$ cat src/rtl/imem_banked.sv
// imem_banked: byte-enabled, little-endian instruction store with a registered fetch port, a load port and a post-reset clear FSM
module imem_banked #(
  parameter int          DEPTH_BYTES    = 256,
  parameter int          ADDR_W         = 32,
  parameter logic [31:0] FILL_WORD      = 32'h00000013,
  parameter bit          CLEAR_ON_RESET = 1'b1
) (
  input  logic              clk,
  input  logic              rst,
  input  logic              im_req,
  input  logic [ADDR_W-1:0] im_addr,
  output logic [31:0]       im_inst,
  output logic              im_valid,
  output logic              im_fault,
  output logic              im_busy,
  input  logic              ld_en,
  input  logic [ADDR_W-1:0] ld_addr,
  input  logic [31:0]       inst,
  input  logic [3:0]        ld_be,
  output logic              ld_ready,
  output logic              ld_err
);
  localparam int WORDS = DEPTH_BYTES / 4;
  localparam int CW = $clog2(WORDS);
  localparam logic [ADDR_W-1:0] LAST = ADDR_W'(DEPTH_BYTES - 4);
  typedef enum logic {CLEAR, READY} state_t;
  state_t state_q, state_d;
  logic [CW-1:0] cnt_q, cnt_d;
  logic [31:0] inst_q, inst_d;
  logic valid_q, valid_d, fault_q, fault_d, err_q, err_d;
  logic [3:0][7:0] mem_q [WORDS];
  logic im_ok, ld_ok, ld_acc;
  logic [CW-1:0] im_idx, ld_idx;
  // full-width compare so high address bits can never alias into the array
  assign im_ok = (im_addr[1:0] == 2'b00) && (im_addr <= LAST);
  assign ld_ok = (ld_addr[1:0] == 2'b00) && (ld_addr <= LAST);
  assign im_idx = im_addr[CW+1:2];
  assign ld_idx = ld_addr[CW+1:2];
  assign ld_acc = ld_en && (state_q == READY);
  assign im_busy = (state_q == CLEAR);
  assign ld_ready = (state_q == READY);
  assign im_inst = inst_q;
  assign im_valid = valid_q;
  assign im_fault = fault_q;
  assign ld_err = err_q;
  always_comb begin
    state_d = state_q;
    cnt_d = cnt_q;
    inst_d = inst_q;
    valid_d = 1'b0;
    fault_d = fault_q;
    err_d = ld_acc && !ld_ok;
    if (state_q == CLEAR) begin
      cnt_d = cnt_q + CW'(1);
      state_d = (cnt_q == CW'(WORDS - 1)) ? READY : CLEAR;
    end else if (im_req) begin
      valid_d = 1'b1;
      fault_d = !im_ok;
      inst_d = im_ok ? mem_q[im_idx] : FILL_WORD;
    end
  end
  always_ff @(posedge clk or negedge rst) begin
    if (!rst) begin
      state_q <= CLEAR_ON_RESET ? CLEAR : READY;
      cnt_q <= '0;
      inst_q <= '0;
      valid_q <= 1'b0;
      fault_q <= 1'b0;
      err_q <= 1'b0;
    end else begin
      state_q <= state_d;
      cnt_q <= cnt_d;
      inst_q <= inst_d;
      valid_q <= valid_d;
      fault_q <= fault_d;
      err_q <= err_d;
    end
  end
  // array is not reset; nonblocking writes give read-before-write on a same-edge fetch
  always_ff @(posedge clk) begin
    if (state_q == CLEAR) mem_q[cnt_q] <= FILL_WORD;
    else if (ld_acc && ld_ok)
      for (int k = 0; k < 4; k++)
        if (ld_be[k]) mem_q[ld_idx][k] <= inst[8*k +: 8];
  end
endmodule
$ cat config.mk
export PLATFORM = sky130hd
export DESIGN_NAME = imem_banked
export DESIGN_NICKNAME = d
export VERILOG_FILES = /design/src/rtl/imem_banked.sv
export SDC_FILE = /design/constraint.sdc
export NUM_CORES = 2
export LEC_CHECK = 0
export CAP_MARGIN = 10
export CORE_ASPECT_RATIO = 0.6
export CORE_UTILIZATION = 55
export DETAILED_ROUTE_END_ITERATION = 8
export PLACE_DENSITY = 0.79
export SYNTH_ARGS = -nofsm -noshare
export SYNTH_HDL_FRONTEND = slang
export SYNTH_SLANG_ARGS = --single-unit
$ cat constraint.sdc
create_clock -name clk -period 5.9 [get_ports clk]
set_input_delay 1.18 -clock clk [delete_from_list [all_inputs] [get_ports clk]]
set_output_delay 1.18 -clock clk [all_outputs]
set_load 0.02 [all_outputs]
## Yosys cells after proc, flatten, opt, wreduce, memory -nomap -nowiden

Memory sizes are Yosys's and may differ from the RTL's.
Cells that the tools add are included.

- Register bits: 42
- RAM bits: 2048
- Input port bits: 104
- Output and inout bits: 37
- Word-level logic and storage cells: 48
- Memories kept: 1

- $add $sub $neg: 1
- Order comparisons: 2
- Eq/ne operators: 1
- Mux-type cells: 25
- Bitwise operators: 1
- Reduce and logical (&&, ||, !) cells: 11

Memory list:

| memory | depth | width | rd ports | clocked after Yosys merged registers in | write ports | RTL line | source |
|---|---|---|---|---|---|---|---|
| mem_q | 64 | 32 | 1 | 0 | 1 | 31 | `logic [3:0][7:0] mem_q [WORDS];` |

Operators by type and width:

| operator | count |
|---|---|
| less-or-equal comparator 32 x 8 -> 1 bit, second input constant | 2 |
| 2-to-1 mux 32 bit | 2 |
| OR reduction 32 bit | 1 |
| 2-to-1 mux 1 bit | 21 |
| adder 6 x 1 -> 6 bit, second input constant | 1 |
| equality test 6 bit, second input constant | 1 |
| 2-to-1 mux 6 bit | 1 |
| logical AND 1 bit | 5 |
| zero test 2 bit | 2 |
| 2-to-1 mux 4 bit | 1 |
| zero test 1 bit | 2 |
| AND reduction 2 bit | 1 |
| NOT 1 bit | 1 |

## Logic depth before layout (Yosys ltp)

- Depth after elaboration: 8
- Depth in mapped cells: 10
- Gate-level depth less buffers: 5

## Worst setup path before layout

OpenSTA, ideal clock, no wires.

- Path kind: input to register
- From: in ld_addr[1]
- To: mem mem_q[62][0] (netlist bit) (enable)
- Setup time: 395 ps
- Data arrival time: 3653 ps
- Required time: 5505 ps
- Setup slack: 1853 ps
- Cell stages on the path: 8
- Path buffers: 3
- Cell sequence: nor4_1 > and4_1 > and4_1 > buf_4 > buf_4 > buf_2 > mux2_2 > nor4_1

- Word-level cells in the longest chain between the ends: 8
- Elaborated cells between the ends (all ways): 19
- Those cells by class: order compare: 1; mux: 14; reduce/logical: 4

Ends and longest elaborated chain:

| item | RTL line | source |
|---|---|---|
| from (decl) | 17 | `input logic [ADDR_W-1:0] ld_addr,` |
| less-or-equal comparator 32 x 8 -> 1 bit or zero test 2 bit (tied branches) | 36 | `assign ld_ok = (ld_addr[1:0] == 2'b00) && (ld_addr <= LAST);` |
| logical AND 1 bit (*) | 36 |  |
| logical AND 1 bit (*) | 82 | `else if (ld_acc && ld_ok)` |
| 2-to-1 mux 1 bit | 82 |  |
| 2-to-1 mux 1 bit | 81 | `if (state_q == CLEAR) mem_q[cnt_q] <= FILL_WORD;` |
| 2-to-1 mux 1 bit (implied by the code) | 84 | `if (ld_be[k]) mem_q[ld_idx][k] <= inst[8*k +: 8];` |
| OR reduction 32 bit (no line) | - |  |
| 2-to-1 mux 6 bit (no line) or 2-to-1 mux 4 bit (tied branches) | - |  |
| to (decl) | 31 |  |

Mark *: on every way between the ends. The rest lies on a longest branch, timed or not.

## Final worst setup path

- From: in ld_addr[23]
- To: mem mem_q[0][15] (netlist bit) (enable)

- Word-level cells in the longest chain between the ends: 8
- Elaborated cells between the ends (all ways): 18
- Those cells by class: order compare: 1; mux: 14; reduce/logical: 3

Ends and longest elaborated chain:

| item | RTL line |
|---|---|
| less-or-equal comparator 32 x 8 -> 1 bit (*) | 36 |
| logical AND 1 bit (*) | 36 |
| logical AND 1 bit (*) | 82 |
| 2-to-1 mux 1 bit | 82 |
| 2-to-1 mux 1 bit | 81 |
| 2-to-1 mux 1 bit (implied by the code) | 84 |
| OR reduction 32 bit (no line) | - |
| 2-to-1 mux 6 bit (no line) or 2-to-1 mux 4 bit (tied branches) | - |

Marks and branches as above.

==> impl_summary.log <==
[metrics] status: completed
[metrics] Register-to-Register Setup Slack: 2.04 ns
[metrics] cell area after technology mapping: 81800 µm²
[metrics] initial standard-cell utilization of the core: 0.555
[metrics] most used flip-flop cell after synthesis: edfxtp_1
[metrics] Port Buffers: 140
[metrics] class of the most critical hold timing path: reg -> reg
[metrics] worst-case headroom to the max-slew limit: 0.109
[metrics] busiest layer in global routing: met1
[metrics] multi-input gate area in the final layout: 19000 µm²
[metrics] height of the die: 301 µm
[metrics] max-cap check violation count: 0
[metrics] Worst Path Arrival: 4.99 ns
[metrics] cts-stage hold buffer count: 0
[metrics] number of setup buffers added after CTS: 0
[metrics] buffer depth of the longest clock path: 3
[metrics] final routed wire length divided by cell count: 34.6 µm
[metrics] mean area per synthesized cell: 22.1 µm²
[metrics] area share of the largest cell type after synthesis: 0.752
[metrics] half-perimeter wire length of the detailed placement result: 128000 µm
[metrics] clock tree root buffer cell: clkbuf_16
[metrics] detailed-router iteration count before antenna repair: 6
[metrics] number of setup violations in the final report: 0
[metrics] met1 capacity usage during global routing: 0.432
[metrics] count of pins over their slew limit: 0
[metrics] upper clock frequency limit: 223 MHz
[metrics] total leakage power: 0.0241 µW
[metrics] met2 Usage GRT: 0.426
[metrics] number of primary I/O pins: 141
[metrics] net count of the mapped netlist: 3809
[metrics] TritonCTS clock tree: yes
[metrics] most used cells in the layout excluding fill and tap cells: edfxtp_1 (2048), mux4_2 (552), buf_4 (277), clkbuf_16 (179), nor3_1 (151)
[metrics] global routing met3 resource utilization: 0.0818
[metrics] number of buffers added by the clock tree synthesis step: 172
[metrics] overall die width: 500 µm
[metrics] Max rail drop VDD: 268 µV
[metrics] net load switching power: 5670 µW
[metrics] post-layout worst setup margin: 1.42 ns
[metrics] maximum clock skew at final layout: 0.0280 ns
[metrics] GRT Resource Usage Total: 0.290
[metrics] count of standard-cell rows: 109
[metrics] async set-reset flop share out of synthesis: 0.0201
[metrics] kind of capture point of the worst setup path: flop
[metrics] fraction of the yosys area taken by sequential cells: 0.765
[metrics] transition time of the tightest slew-check pin: 1.33 ns
[metrics] synth top area cells: edfxtp_1 (75%), mux4_2 (15%), dfrtp_1 (1.3%)
[metrics] Crit path required time: 6.41 ns
[metrics] clock latency reported for the late side of the worst-skew pair: 0.82 ns
[metrics] Detail Route Antenna Nets: 0
[metrics] Total Nets Final: 4160
[metrics] Sequential cell area: 62600 µm²
[metrics] RSZ-0062 raised after global routing: no
[metrics] number of fill cells in the layout: 9353
[metrics] residual DRC count: 0
[metrics] pin count of the biggest net entering global routing: 77
[metrics] clk sink count: 2090
[metrics] via count: 43000
[metrics] Yosys warning total: 0
[metrics] number of register bits inferred by synthesis: 2090
[metrics] drt initial violations: 6839
[metrics] post-route non-filler standard cell count: 6194
[metrics] number of hold violations in the final report: 0
[metrics] cell-internal power: 22400 µW
[metrics] sequential power share: 0.570
[metrics] switching part of the total power: 0.202
[metrics] aggregate routed wire length: 214000 µm
[metrics] number of flops mapped to enable cells by yosys: 2048
[metrics] post-route fraction of the period consumed by the critical path: 0.760
[metrics] fraction of layout instances using a drive strength above 1: 0.317
[metrics] Worst Setup Path Type: in -> reg
[metrics] Comb pwr share: 0.023
[metrics] floorplan die area: 150000 µm²
[metrics] clock-pin slew reported for the worst setup and hold paths after clock tree synthesis: 0.07 ns
[metrics] area growth from synthesis to layout: 14.3%
[metrics] cells after synthesis: 3704
[metrics] largest fanout of any net on the critical path: 37
[metrics] leading cell type in the layout, fill and taps excluded: edfxtp_1
[metrics] minimum clock period: 4.48 ns
[metrics] proportion of power drawn by the clock network: 0.406
[metrics] Sum Neg Setup Slack: 0 ns
[metrics] # H-tree levels: 4
[metrics] number of antenna violations at the first check in global routing: 10
[metrics] cell area power density: 301 nW/µm²
[metrics] Post-Place Setup Slack: 0.683 ns
[metrics] startpoint type of the worst setup path: primary input
[metrics] routability congestion estimate: 0.874
[metrics] area of the core: 147000 µm²
[metrics] number of distinct library cell variants in the gate-level netlist after synthesis: 41
[metrics] CTS resizes: 0
[metrics] wire length of the first global-routing pass: 309000 µm
[metrics] Via-to-Cell Ratio: 6.94
[metrics] GRT Residual Overflow: 0
[metrics] cell accounting for the most synthesized area: edfxtp_1
[metrics] number of instances in the placed design: 5863
[metrics] vias in the first global route: 42500
per-stage QoR:
stage	hold WS [ns]	utilization	cell area (µm²)	power [µW]
after floorplan	0.477	-	81800	16800
after global placement	0.513	0.596	87900	17000
after detailed placement	0.526	0.596	87900	17000
after CTS	0.542	0.633	93400	28100
after global routing	0.541	0.634	93500	28700
final	0.531	0.634	93500	28100
worst max-delay path: stages:
cell,delay (ns)
clkdlybuf4s50_1,0.41
nor4_1,0.36
and3_1,0.26
and4_4,0.39
mux2_4,0.62
buf_4,0.32
nor4_1,1.08
buf_4,0.31
power groups by stage:
stage          clock network (µW)  logic [µW]  registers (µW)
2_1_floorplan                   0         416           16400
6_report                    11400         660           16000
5_1_grt                     12000         687           16000
3_5_place_dp                    0         654           16400
4_1_cts                     11500         659           16000
3_3_place_gp                    0         648           16400
worst paths after layout:
check,start,to,cells after the start
worst max-delay path,ld_addr[23],mem_q[0][15],8
worst min-delay path,im_fault,im_fault,2
worst max register to register,ld_ready,mem_q[0][15],5
worst min register to register,im_fault,im_fault,2
max in group asynchronous,rst,im_inst[23],2
min in group asynchronous,rst,im_inst[1],2
state kept, by name, indices dropped and copies added, names as in the netlist:
name      flops
im_fault      1
ld_ready      1
im_inst      32
mem_q      2048
ld_err        1
im_valid      1
cnt_q         6
final cells by class:
cell class	instances	share of cell area
clock inverter	81	0.00747
antenna	4	0.000107
sequential	2090	0.669
tap	1998	0.0267
clock buffer	230	0.0507
timing repair buffer	450	0.0426
multi-input combinational	1339	0.203
inverter	2	0.0000803
cell usage after synthesis, drive strengths merged (4+ instances only):
cell / number
mux4: 552
clkbuf: 171
a2111o: 29
edfxtp: 2048
o22ai: 30
nor3b: 33
buf: 102
a22o: 29
nor4: 150
nand2: 14
and3: 4
mux2: 70
a22oi: 56
nor2: 19
nor3: 153
a21oi: 32
a31oi: 8
and2: 33
nand3: 6
nand2b: 6
nor2b: 17
mux2i: 75
dfrtp: 42
cell families after synthesis:
logic type / synth area share
flops: 0.765
fa+ha+maj: 0.000153
simple gates: 0.0314
buf+inv: 0.0149
mux: 0.171
compound gates: 0.0177
xor+xnor: 0.000535
metal layers:
metal	share of wire	routed length [µm]
met1	0.37	80200
met2	0.45	96800
met3	0.15	31300
met4	0.029	6180
met5	0.00016	34
(Power assumes the default switching activity.)
